## config.mk

```make
export PLATFORM = sky130hd
export DESIGN_NAME = uart_tx_arbiter
export DESIGN_NICKNAME = d
export VERILOG_FILES = /design/src/rtl/uart_tx_arbiter.sv
export SDC_FILE = /design/constraint.sdc
export NUM_CORES = 1
export LEC_CHECK = 0
export CAP_MARGIN = 25
export CELL_PAD_IN_SITES_DETAIL_PLACEMENT = 0
export CELL_PAD_IN_SITES_GLOBAL_PLACEMENT = 1
export CORE_MARGIN = 10
export CORE_UTILIZATION = 33
export DETAILED_ROUTE_END_ITERATION = 16
export PLACE_DENSITY = 0.79
export SYNTH_ARGS = -nofsm -noshare
export SYNTH_HDL_FRONTEND = slang
export SYNTH_SLANG_ARGS = --single-unit
```

## constraint.sdc

```tcl
create_clock -name clk -period 2.7 [get_ports clk]
set_input_delay 0.27 -clock clk [delete_from_list [all_inputs] [get_ports clk]]
set_output_delay 0.27 -clock clk [all_outputs]
set_load 0.02 [all_outputs]
```

## src/rtl/uart_tx_arbiter.sv

```systemverilog
// uart_tx_arbiter
//
// This block shares one uart_tx serializer among NUM_REQ byte-stream
// requesters. It arbitrates round-robin at packet granularity. Once a
// requester wins, it keeps the grant from its first byte through the byte
// flagged with req_last, so packets never interleave on the serial line.
// A stall watchdog frees the grant if the owner goes quiet mid-packet.
//
// Optional feature (macro UART_ARB_HEADER_EN): after every grant, one header
// byte 8'hA0 | grant_id is sent ahead of the payload. When the macro is
// undefined, payload bytes go out unframed.
//
// Ports
//   clk, rst               single clock, synchronous active-high reset
//   req_data[8i+7:8i]      byte from requester i
//   req_valid/last/ready   per-requester handshake; last marks end of packet
//   tx_data/valid, tx_ready  one-entry output register toward uart_tx
//                          (tx_ready is high only while uart_tx is idle)
//   grant_id               current or most recent grantee
//   busy                   a packet grant is held
//   timeout                one-cycle pulse when the watchdog frees a grant

module uart_tx_arbiter #(
   parameter int NUM_REQ        = 4,
   parameter int TIMEOUT_CYCLES = 1_000_000
) (
   input  logic                       clk,
   input  logic                       rst,
   input  logic [NUM_REQ*8-1:0]       req_data,
   input  logic [NUM_REQ-1:0]         req_valid,
   input  logic [NUM_REQ-1:0]         req_last,
   output logic [NUM_REQ-1:0]         req_ready,
   output logic [7:0]                 tx_data,
   output logic                       tx_valid,
   input  logic                       tx_ready,
   output logic [$clog2(NUM_REQ)-1:0] grant_id,
   output logic                       busy,
   output logic                       timeout
);

   localparam int GW = $clog2(NUM_REQ);
   localparam int WW = $clog2(TIMEOUT_CYCLES);
   localparam logic [WW-1:0] WD_LAST = WW'(TIMEOUT_CYCLES - 1);

   typedef enum logic [1:0] {
      S_IDLE = 2'd0,
      S_HDR  = 2'd1,
      S_PKT  = 2'd2
   } state_t;

   state_t          state_q, state_d;
   logic [GW-1:0]   grant_id_q, grant_id_d;
   logic [GW-1:0]   last_grant_q, last_grant_d;
   logic            busy_q, busy_d;
   logic [WW-1:0]   wd_q, wd_d;
   logic [7:0]      tx_data_q, tx_data_d;
   logic            tx_valid_q, tx_valid_d;

   // Byte-lane view of the flat request data bus.
   logic [NUM_REQ-1:0][7:0] req_bytes;
   assign req_bytes = req_data;

   // Signals from the current grantee.
   logic       g_valid;
   logic       g_last;
   logic [7:0] g_data;
   assign g_valid = req_valid[grant_id_q];
   assign g_last  = req_last[grant_id_q];
   assign g_data  = req_bytes[grant_id_q];

   // The output register can take a new byte when it is empty, or when its
   // current byte is leaving on this cycle.
   logic out_free;
   assign out_free = !tx_valid_q || tx_ready;

   logic in_pkt;
   logic accept;
   logic wd_expire;
   logic hdr_load;
   assign in_pkt = (state_q == S_PKT);
   assign accept = in_pkt && g_valid && out_free;
   // If a byte is accepted on the expiry cycle, the accept wins.
   assign wd_expire = in_pkt && !accept && (wd_q == WD_LAST);

`ifdef UART_ARB_HEADER_EN
   assign hdr_load = (state_q == S_HDR) && out_free;
`else
   assign hdr_load = 1'b0;
`endif

   // Round-robin pick: take the first requesting index at or after
   // last_grant+1, wrapping modulo NUM_REQ. NUM_REQ need not be a power of
   // two, so the wrap uses an explicit modulo rather than overflow.
   logic          win_found;
   logic [GW-1:0] win_id;
   int            arb_idx;

   always_comb begin
      win_found = 1'b0;
      win_id    = '0;
      arb_idx   = 0;
      for (int k = 1; k <= NUM_REQ; k++) begin
         arb_idx = (int'(last_grant_q) + k) % NUM_REQ;
         if (!win_found && req_valid[GW'(arb_idx)]) begin
            win_found = 1'b1;
            win_id    = GW'(arb_idx);
         end
      end
   end

   // Only the grantee sees ready, and only while a packet is in progress.
   for (genvar i = 0; i < NUM_REQ; i++) begin : g_ready
      assign req_ready[i] = in_pkt && (grant_id_q == GW'(i)) && out_free;
   end

   // ---------------------------------------------------------------------
   // FSM: state register
   // ---------------------------------------------------------------------
   always_ff @(posedge clk) begin
      if (rst) begin
         state_q      <= S_IDLE;
         grant_id_q   <= '0;
         last_grant_q <= GW'(NUM_REQ - 1);
         busy_q       <= 1'b0;
         wd_q         <= '0;
         tx_data_q    <= '0;
         tx_valid_q   <= 1'b0;
      end else begin
         state_q      <= state_d;
         grant_id_q   <= grant_id_d;
         last_grant_q <= last_grant_d;
         busy_q       <= busy_d;
         wd_q         <= wd_d;
         tx_data_q    <= tx_data_d;
         tx_valid_q   <= tx_valid_d;
      end
   end

   // ---------------------------------------------------------------------
   // FSM: next state
   // ---------------------------------------------------------------------
   always_comb begin
      state_d = state_q;
      case (state_q)
         S_IDLE: begin
            if (win_found) begin
`ifdef UART_ARB_HEADER_EN
               state_d = S_HDR;
`else
               state_d = S_PKT;
`endif
            end
         end
`ifdef UART_ARB_HEADER_EN
         S_HDR: begin
            if (out_free) state_d = S_PKT;
         end
`endif
         S_PKT: begin
            if ((accept && g_last) || wd_expire) state_d = S_IDLE;
         end
         default: state_d = S_IDLE;
      endcase
   end

   // ---------------------------------------------------------------------
   // FSM: outputs and datapath
   // ---------------------------------------------------------------------
   always_comb begin
      grant_id_d   = grant_id_q;
      last_grant_d = last_grant_q;
      busy_d       = busy_q;
      wd_d         = '0;
      tx_data_d    = tx_data_q;

      case (state_q)
         S_IDLE: begin
            if (win_found) begin
               grant_id_d = win_id;
               busy_d     = 1'b1;
            end
         end
         S_PKT: begin
            if (accept) begin
               tx_data_d = g_data;
               if (g_last) begin
                  last_grant_d = grant_id_q;
                  busy_d       = 1'b0;
               end
            end else if (wd_expire) begin
               last_grant_d = grant_id_q;
               busy_d       = 1'b0;
            end else begin
               wd_d = wd_q + 1'b1;
            end
         end
         default: ;
      endcase

      if (hdr_load) tx_data_d = 8'hA0 | 8'(grant_id_q);

      // The output register drains independently of the FSM state.
      if (accept || hdr_load)   tx_valid_d = 1'b1;
      else if (tx_ready)        tx_valid_d = 1'b0;
      else                      tx_valid_d = tx_valid_q;
   end

   assign tx_data  = tx_data_q;
   assign tx_valid = tx_valid_q;
   assign grant_id = grant_id_q;
   assign busy     = busy_q;
   assign timeout  = wd_expire;

endmodule
```

==> results of run 1 <==
## cells by family (layout without fill, tap and decap cells)
logic type,count (synthesis),after routing,synth area share
AO/OA/AOI/OAI,33,33,0.107
adder cells (fa/ha/maj),1,1,0.00676
flip-flops,35,35,0.379
multiplexers,13,13,0.138
XOR/XNOR,13,13,0.0615
buffers and inverters,20,87,0.0453
AND/OR/NAND/NOR,95,95,0.262
## layer usage
metal / up-vias / part of all wire
li1: 890 / -
met1: 799 / 0.43
met2: 28 / 0.53
met3: 2 / 0.033
met4: 0 / 0.0076
met5: - / 0
## layout make-up
type,count,area [um2],share of cell area
Clock inverter,1,5.00,0.00188
Tap cell,72,90.1,0.0339
Multi-Input combinational cell,155,1070,0.403
Timing Repair Buffer,72,691,0.260
Inverter,7,26.3,0.00987
Sequential cell,35,701,0.263
Clock buffer,7,76.3,0.0287
## synthesized netlist by cell type, drive strengths merged, types with 2 or more instances
library cell / n
dfxtp: 35
nand2: 27
nor2: 25
a21oi: 19
mux4: 10
xnor2: 10
buf: 7
inv: 7
nand4: 7
clkbuf: 6
nand3: 6
nor3: 6
nor3b: 4
nor4: 4
o31ai: 4
or4: 4
mux2i: 3
nand2b: 3
o21ai: 3
or3: 3
xor2: 3
a211oi: 2
a21o: 2
and3: 2
and4: 2
nor4b: 2
## flip-flops by register name (all words and copies together), names as in the netlist
| name | flops |
|---|---|
| busy | 1 |
| grant_id | 2 |
| last_grant_q | 2 |
| state_q | 1 |
| tx_data | 8 |
| tx_valid | 1 |
| wd_q | 20 |
## how the worst max path moves through the flow
stage	start	end	slack, ns	cells past startpoint
2_1_floorplan	grant_id[1]	timeout	0.39	4
3_3_place_gp	req_valid[3]	timeout	0.1	6
3_5_place_dp	req_valid[3]	timeout	0.07	6
4_1_cts	req_valid[3]	timeout	0.07	6
5_1_grt	tx_ready	req_ready[2]	0.33	6
6_report	tx_ready	req_ready[2]	0.43	6
## repair_timing
| action | 4_1_cts | 5_1_grt |
|---|---|---|
| setup endpoints to repair | 0 | 1 |
| gates resized for setup | 0 | 2 |
| hold endpoints to repair | 0 | 0 |
## per-stage QoR
stage / hold slack (ns) / area, um2 / std cells / utilization / power [mW]
after floorplan: 0.430 / 1850 / 210 / - / 0.707
after global routing: 0.469 / 2660 / 349 / 0.486 / 1.26
after detailed placement: 0.447 / 2570 / 341 / 0.470 / 0.848
after CTS: 0.456 / 2650 / 349 / 0.485 / 1.22
final: 0.452 / 2660 / 349 / 0.486 / 1.20
after global placement: 0.442 / 2570 / 341 / 0.470 / 0.845
## tightest hold or removal path, stage by stage, from the launching register on
cell     delay [ns]
dfxtp_1        0.31
nand2_1        0.05
a21oi_1        0.05
## placed cells by master, fill, tap and decap left out, types with 2 or more instances in the layout
cell type        Yosys  final
nand2b_1             3      3
nand2_1             27     27
clkbuf_1             6      2
a21oi_1             19     19
o21ai_0              3      2
nor3_1               6      6
o31ai_1              3      3
or3_1                2      2
nand4_1              6      6
xor2_1               3      3
dfxtp_1             35     35
nor4_1               4      3
clkdlybuf4s50_1      0     58
and3_1               2      2
a21o_1               2      2
mux2i_1              3      3
or4_1                4      4
nor3b_1              4      4
clkbuf_8             0      5
mux4_2              10     10
and4_1               2      2
nand3_1              6      6
a211oi_1             2      2
inv_1                7      7
xnor2_1             10     10
buf_4                1     13
nor2_1              25     25
nor4b_1              2      2
## power groups by stage
stage	sequential [mW]	combinational [mW]	clock, mW
6_report	0.553	0.280	0.369
5_1_grt	0.556	0.305	0.398
4_1_cts	0.553	0.284	0.382
3_5_place_dp	0.565	0.283	0
3_3_place_gp	0.564	0.280	0
2_1_floorplan	0.577	0.130	0
==> results.py, run 1 <==
metrics = {
    "synth": {
        "ys_types": 35,
        "ys_seq_area_frac": 0.379,
        "syn_nets": 254,
        "async_flop_share": 0,
        "synth_top_cell_area_share": 0.379,
        "synth_cells": 210,
        "syn_area_per_cell_um2": 8.81,
        "synthFlopType": "dfxtp_1",
        "synthTopCellsByArea": "dfxtp_1, mux4_2, nand2_1",
        "synth_edf_count": 0,
        "yosysTopAreaCell": "dfxtp_1",
        "ys_seq_elements": 35,
        "yosys_warnings": 0,
        "syn-cell-area_um2": 1850,
    },
    "final_layout": {
        "area_delta_synth_final_pct": 43.8,
        "layout-drive-gt1-share": 0.119,
        "nNetsFinal": 320,
        "nFillCells": 549,
        "insertedDiodeCount": 0,
    },
    "routing": {
        "drt-initial-drc-count": 88,
        "vias": 1719,
        "drc": 0,
        "via_per_inst": 4.93,
        "wl_per_cell_um": 15.1,
        "drtAntennaViolNets": 0,
        "totalWireLength_um": 5280,
        "first_pass_iters": 4,
    },
    "place": {
        "gp_congestion": 0.750,
        "dp_slack_ns": 0.0719,
        "io_buffers": 59,
        "dp_hpwl_um": 4150,
    },
    "worst_setup_path": {
        "cpMostUsedCell": "clkdlybuf4s50_1",
        "slowest_stage": "clkdlybuf4s50_1",
        "crit_chain": "clkdlybuf4s50_1 -> nand2b_1 -> buf_4 -> nand2_1 -> nor3b_1 -> clkdlybuf4s50_1",
        "cp.required_ns": 2.43,
        "crit_arrival_ns": 2.00,
        "crit_family": "buffers and inverters",
        "worst_path_largest_cell_delay_ns": 0.64,
        "reg2regPathDepth": 5,
        "worstReg2RegEnd": "wd_q[18]",
        "path_class": "in2out",
        "critPathMaxFanout": 6,
        "reg2reg_from": "wd_q[0]",
        "path_buf_inv": 3,
        "rrSetupSlack_ns": 0.64,
        "worst_setup_path_start_kind": "input port",
        "cp-end-kind": "primary output",
    },
    "sta": {
        "fin_skew_ns": 0.00516,
        "period_share": 0.842,
        "maxSlewViolCount": 0,
        "grt_setup_unrepaired": "no",
        "maxSlewHeadroom": 0.706,
        "max_freq_ghz": 0.440,
        "timing.final.ws_setup_ns": 0.427,
        "finalSetupViolations": 0,
        "hold_viol": 0,
        "tns_ns": 0,
        "fin_crit_ns": 2.27,
        "tightest_slew_ns": 0.435,
    },
    "floorplan": {
        "rows": 27,
        "core-area_um2": 5470,
        "ios": 60,
        "start_util": 0.338,
        "die_x_um": 94.9,
        "dieArea_um2": 9000,
        "die_h_um": 94.9,
    },
    "global_routing": {
        "grt.busiest_layer": "met2",
        "grt_usage": 0.121,
        "grt_pass1_wl_um": 8550,
        "antenna_found_initial": 0,
        "met1_usage": 0.139,
        "grtUsageMet2": 0.216,
        "grt_pass1_vias": 1707,
        "overflow": 0,
        "grt_max_degree": 21,
        "use_met3": 0.0278,
    },
    "clock_network": {
        "clkTransAtPathRegs_ns": 0.06,
        "cts-hold-fix-buffers": 0,
        "clkLatencyLatePin_ns": 0.29,
        "cts_sinks": 35,
        "postCtsSetupBuffers": 0,
        "cts_max_level": 2,
        "cts_buffer_depth": 2,
        "cts_tree": "done",
        "cts_buffers": 5,
        "cts_root_buf": "clkbuf_8",
    },
    "min_path": {
        "hold_path.class": "reg2reg",
        "min_delay_path_depth": 2,
        "hold_end": "tx_data[7]",
        "hold_start": "tx_data[7]",
    },
    "pwr": {
        "power_leakage_nw": 0.906,
        "power_frac_seq": 0.460,
        "netSwitchingPower_uw": 324,
        "p_int_uw": 878,
        "ir_drop_v": 0.000235,
        "p_clk_frac": 0.307,
        "switching_share": 0.270,
        "powerDensity_nw_per_um2": 452,
        "comb_power_share": 0.233,
    },
    "status": {
        "status": "finished clean",
    },
    "run": {
        "max_cap_violations": 0,
    },
}
Power figures use the tool's default switching activity.
==> inputs of run 2 (changes only) <==
- CORE_UTILIZATION: 33 -> 30
- PLACE_DENSITY: 0.79 -> 0.76
- clock period: 2.7 -> 1.9 ns (I/O delays scaled with it)
==> run 2 against run 1 <==
Core utilization rose by 0.70 points. Critical path depth down 2. Count of clock-buffer cells in the layout stayed put. Clock power up 40%. Sequential cell count unchanged. Sequential power is 42% higher. Sequential share of layout area down 2.4 points. Critical endpoint is now timeout.
==> results.py, run 2 (synthesis gave the netlist of run 1 again) <==
metrics = {
    "status": {
        "status": "finished clean",
    },
    "worst_setup_path": {
        "critPathMaxFanout": 2,
        "path_class": "reg2out",
        "rrSetupSlack_ns": 0.08,
        "critPathLaunch": "grant_id[1]",
        "crit_family": "multiplexers",
        "reg2reg_from": "wd_q[10]",
        "cp.depth": 4,
        "crit_chain": "mux4_2 -> a21o_1 -> nor4_4 -> buf_4",
        "crit_arrival_ns": 1.70,
        "worst_setup_path_start_kind": "flip-flop",
        "cp-end-kind": "primary output",
        "cp.required_ns": 1.71,
        "reg2regPathDepth": 5,
        "slowest_stage": "mux4_2",
        "worstReg2RegEnd": "wd_q[19]",
        "path_buf_inv": 1,
        "worst_path_largest_cell_delay_ns": 0.52,
    },
    "clock_network": {
        "clkTransAtPathRegs_ns": 0.07,
        "cts_tree": "done",
        "cts_sinks": 35,
        "cts_buffer_depth": 2,
        "clkLatencyLatePin_ns": 0.28,
        "cts-hold-fix-buffers": 0,
        "cts_max_level": 2,
        "postCtsSetupBuffers": 0,
        "cts_root_buf": "clkbuf_8",
        "cts_buffers": 5,
    },
    "sta": {
        "maxSlewViolCount": 0,
        "tightest_slew_ns": 0.367,
        "max_freq_ghz": 0.529,
        "timing.final.ws_setup_ns": 0.0107,
        "finalSetupViolations": 0,
        "fin_crit_ns": 1.89,
        "period_share": 0.994,
        "grt_setup_unrepaired": "yes",
        "worst_hold_slack_ns": 0.457,
        "fin_skew_ns": 0.00267,
        "hold_viol": 0,
        "maxSlewHeadroom": 0.753,
    },
    "global_routing": {
        "grt_pass1_wl_um": 8840,
        "antenna_found_initial": 0,
        "grt_max_degree": 18,
        "overflow": 0,
        "grt_pass1_vias": 1833,
        "grt_usage": 0.109,
    },
    "final_layout": {
        "regMostFlops": "wd_q",
        "insertedDiodeCount": 0,
        "layout_common_cells": "clkdlybuf4s50_1, buf_4, dfxtp_1, nand2_1, nor2_1",
        "multi_input_area_um2": 1120,
        "area_delta_synth_final_pct": 58.8,
        "largest_reg_flops": 20,
        "ff_latch_area_um2": 703,
        "layout-drive-gt1-share": 0.229,
        "final_common_cell": "clkdlybuf4s50_1",
        "nNetsFinal": 349,
        "fin_cells": 381,
        "nFillCells": 583,
        "design_area_um2": 2940,
    },
    "routing": {
        "totalWireLength_um": 5380,
        "drc": 0,
        "wl_met2_um": 2420,
        "wl_met1_um": 2550,
        "route.top_layer_used": "met4",
        "via_per_inst": 4.83,
        "wl_met3_um": 371,
        "first_pass_iters": 4,
        "drt-initial-drc-count": 57,
        "drtAntennaViolNets": 0,
        "wl_per_cell_um": 14.1,
        "vias": 1841,
    },
    "floorplan": {
        "core-area_um2": 5960,
        "dieArea_um2": 9710,
        "die_h_um": 98.5,
        "start_util": 0.311,
        "rows": 28,
        "die_x_um": 98.5,
        "ios": 60,
    },
    "place": {
        "gp_congestion": 0.743,
        "dp_slack_ns": -0.523,
        "dp_hpwl_um": 4320,
        "dp.cells": 373,
        "placed_area_um2": 2800,
        "io_buffers": 59,
    },
    "pwr": {
        "power_leakage_nw": 1.08,
        "powerDensity_nw_per_um2": 584,
        "total_power_mw": 1.72,
        "ir_drop_v": 0.000316,
    },
    "min_path": {
        "hold_end": "tx_data[6]",
        "hold_path.class": "reg2reg",
        "min_delay_path_depth": 2,
        "hold_start": "tx_data[6]",
    },
    "run": {
        "max_cap_violations": 0,
    },
}
run 2: layout make-up:
cell class,instances,share of cell area
clock buffer,7,0.0260
clock inverter,1,0.00170
inverter,7,0.00894
multi-input combinational,155,0.382
sequential,35,0.239
tap,75,0.0319
timing repair buffer,101,0.310
run 2: worst max path at each step:
stage and to:
4_1_cts timeout, 3_5_place_dp timeout, 6_report timeout, 3_3_place_gp timeout
2_1_floorplan last_grant_q[0], 5_1_grt timeout
run 2: worst min-delay path: stages (launching register included):
cell     delay, ns
dfxtp_1       0.31
nand2_1       0.05
a21oi_1       0.05
run 2: repair_timing:
item / 4_1_cts / 5_1_grt
gates resized for setup: 14 / 9
hold endpoints to repair: 0 / 0
setup endpoints to repair: 6 / 16
pin swaps: 2 / 1
run 2: layer usage:
| layer | vias up | GRT usage |
|---|---|---|
| li1 | 948 | - |
| met5 | - | 0 |
| met2 | 53 | 0.183 |
| met3 | 5 | 0.0356 |
| met1 | 835 | 0.131 |
| met4 | 0 | 0.0232 |
run 2: power by group:
group	leakage, nW	internal (mW)	switching (mW)
logic	0.748	0.238	0.179
clock network	0.0422	0.257	0.259
registers	0.285	0.763	0.0207
total	1.08	1.26	0.459
run 2: through the flow:
stage	TNS, ns	util
final	0	0.493
after global routing	-0.0754	0.493
after CTS	-0.0301	0.486
after detailed placement	-3.33	0.470
after global placement	-3.30	0.470
after floorplan	0	-
==> inputs of run 3 (changes only) <==
- ABC_AREA: unset -> 0
- GPL_TIMING_DRIVEN: unset -> 1
- SETUP_SLACK_MARGIN: unset -> 0.02
==> run 3 against run 2 <==
Largest power group unchanged. Critical path type unchanged. Highest routed layer unchanged. Clock skew grew 0.0033 ns. The flow now finishes with violations (setup timing). Sequential cell count unchanged. Worst setup slack worse by 0.027 ns.
==> results.py, run 3 (synthesis gave the netlist of run 1 again) <==
metrics = {
    "status": {
        "status": "finished with violations",
        "violations": "setup timing",
    },
    "floorplan": {
        "dieArea_um2": 9710,
        "die_h_um": 98.5,
        "core-area_um2": 5960,
        "die_x_um": 98.5,
        "rows": 28,
        "ios": 60,
        "start_util": 0.311,
    },
    "place": {
        "gp_congestion": 0.775,
        "io_buffers": 59,
        "placed_area_um2": 2810,
        "dp.cells": 373,
        "dp_hpwl_um": 4300,
        "dp_slack_ns": -0.532,
    },
    "pwr": {
        "p_clk_frac": 0.366,
        "p_int_mw": 1.43,
        "ir_drop_v": 0.000682,
        "powerDensity_nw_per_um2": 636,
        "netSwitchingPower_uw": 468,
        "power_frac_seq": 0.412,
        "comb_power_share": 0.222,
        "power_leakage_nw": 1.10,
        "switching_share": 0.247,
    },
    "global_routing": {
        "grt_pass1_wl_um": 8890,
        "antenna_found_initial": 0,
        "grt_usage": 0.110,
        "grt_pass1_vias": 1800,
        "overflow": 0,
        "grt_max_degree": 18,
    },
    "worst_setup_path": {
        "cp.required_ns": 1.71,
        "cp-end-kind": "primary output",
        "path_class": "reg2out",
        "critPathMaxFanout": 2,
        "worst_path_largest_cell_delay_ns": 0.52,
        "slowest_stage": "mux4_2",
        "crit_chain": "mux4_2 -> a21o_1 -> nor4_4 -> buf_4",
        "worst_setup_path_start_kind": "flip-flop",
        "crit_arrival_ns": 1.73,
        "crit_family": "multiplexers",
        "path_buf_inv": 1,
    },
    "clock_network": {
        "cts_max_level": 2,
        "cts-hold-fix-buffers": 0,
        "cts_tree": "done",
        "cts_sinks": 35,
        "cts_buffer_depth": 2,
        "cts_root_buf": "clkbuf_8",
        "clkTransAtPathRegs_ns": 0.07,
        "clkLatencyLatePin_ns": 0.29,
        "cts_buffers": 5,
    },
    "routing": {
        "vias": 1873,
        "drc": 0,
        "totalWireLength_um": 5370,
        "drt-initial-drc-count": 45,
        "drtAntennaViolNets": 0,
        "wl_per_cell_um": 14.1,
        "via_per_inst": 4.90,
        "first_pass_iters": 4,
    },
    "final_layout": {
        "fin_cells": 382,
        "nNetsFinal": 350,
        "final_common_cell": "clkdlybuf4s50_1",
        "insertedDiodeCount": 0,
        "layout_common_cells": "clkdlybuf4s50_1, buf_4, dfxtp_1, nand2_1, nor2_1",
        "regMostFlops": "wd_q",
        "layout-drive-gt1-share": 0.251,
        "largest_reg_flops": 20,
        "design_area_um2": 2980,
        "final_core_util": 0.501,
        "nFillCells": 597,
        "area_delta_synth_final_pct": 61.1,
    },
    "run": {
        "max_cap_violations": 0,
    },
    "min_path": {
        "hold_path.class": "reg2reg",
    },
    "sta": {
        "fin_skew_ns": 0.00601,
        "period_share": 1.01,
        "worst_hold_slack_ns": 0.453,
        "tightest_slew_ns": 0.354,
        "hold_viol": 0,
        "fin_crit_ns": 1.92,
        "maxSlewViolCount": 0,
        "grt_setup_unrepaired": "yes",
        "finalSetupViolations": 1,
        "timing.final.ws_setup_ns": -0.0167,
        "maxSlewHeadroom": 0.762,
        "max_freq_ghz": 0.522,
    },
}
run 3: path summary, 6_finish.rpt:
check              start               to  slack [ns]  cells after the start
max          grant_id[1]          timeout       -0.02                      4
min           tx_data[1]       tx_data[1]        0.45                      2
max reg2reg  grant_id[1]  last_grant_q[1]        0.08                      6
min reg2reg   tx_data[1]       tx_data[1]        0.45                      2
run 3: area by class of cell:
type / count / area, um2 / share of cell area
clock buffer: 6 / 82.6 / 0.0277
clock inverter: 2 / 35.0 / 0.0117
inverter: 7 / 26.3 / 0.00881
multi-input combinational: 155 / 1120 / 0.376
sequential: 35 / 707 / 0.237
tap: 75 / 93.8 / 0.0315
timing repair buffer: 102 / 917 / 0.308
run 3: through the flow:
stage,TNS [ns],total power [mW]
after floorplan,0,1.01
after CTS,-0.0276,1.91
after global routing,-0.0927,2.00
after global placement,-3.24,1.21
after detailed placement,-4.05,1.22
final,-0.0167,1.90
run 3: timing repair:
| action | 4_1_cts | 5_1_grt |
|---|---|---|
| setup buffers | 0 | 1 |
| setup endpoints to repair | 5 | 20 |
| pin swaps | 1 | 3 |
| resized for setup | 12 | 12 |
run 3: worst min-delay path: stages, from the launching register on:
cell     delay (ns)
dfxtp_1        0.31
nand2_1        0.05
a21oi_1        0.05
run 3: power groups by stage:
stage	sequential, mW	combinational, mW	clock (mW)
after floorplan	0.820	0.188	0
after global placement	0.797	0.414	0
after detailed placement	0.798	0.419	0
after CTS	0.781	0.419	0.713
after global routing	0.786	0.458	0.752
final	0.782	0.420	0.694
run 3: metal layers:
metal  routed length [um]  share of wire  up-vias  global-route usage
met5                    0              0        -                   0
met4                   46         0.0086        0              0.0232
met3                  339          0.063        5              0.0391
met2                 2410           0.45       54               0.174
met1                 2570           0.48      869               0.140
li1                     -              -      945                   -
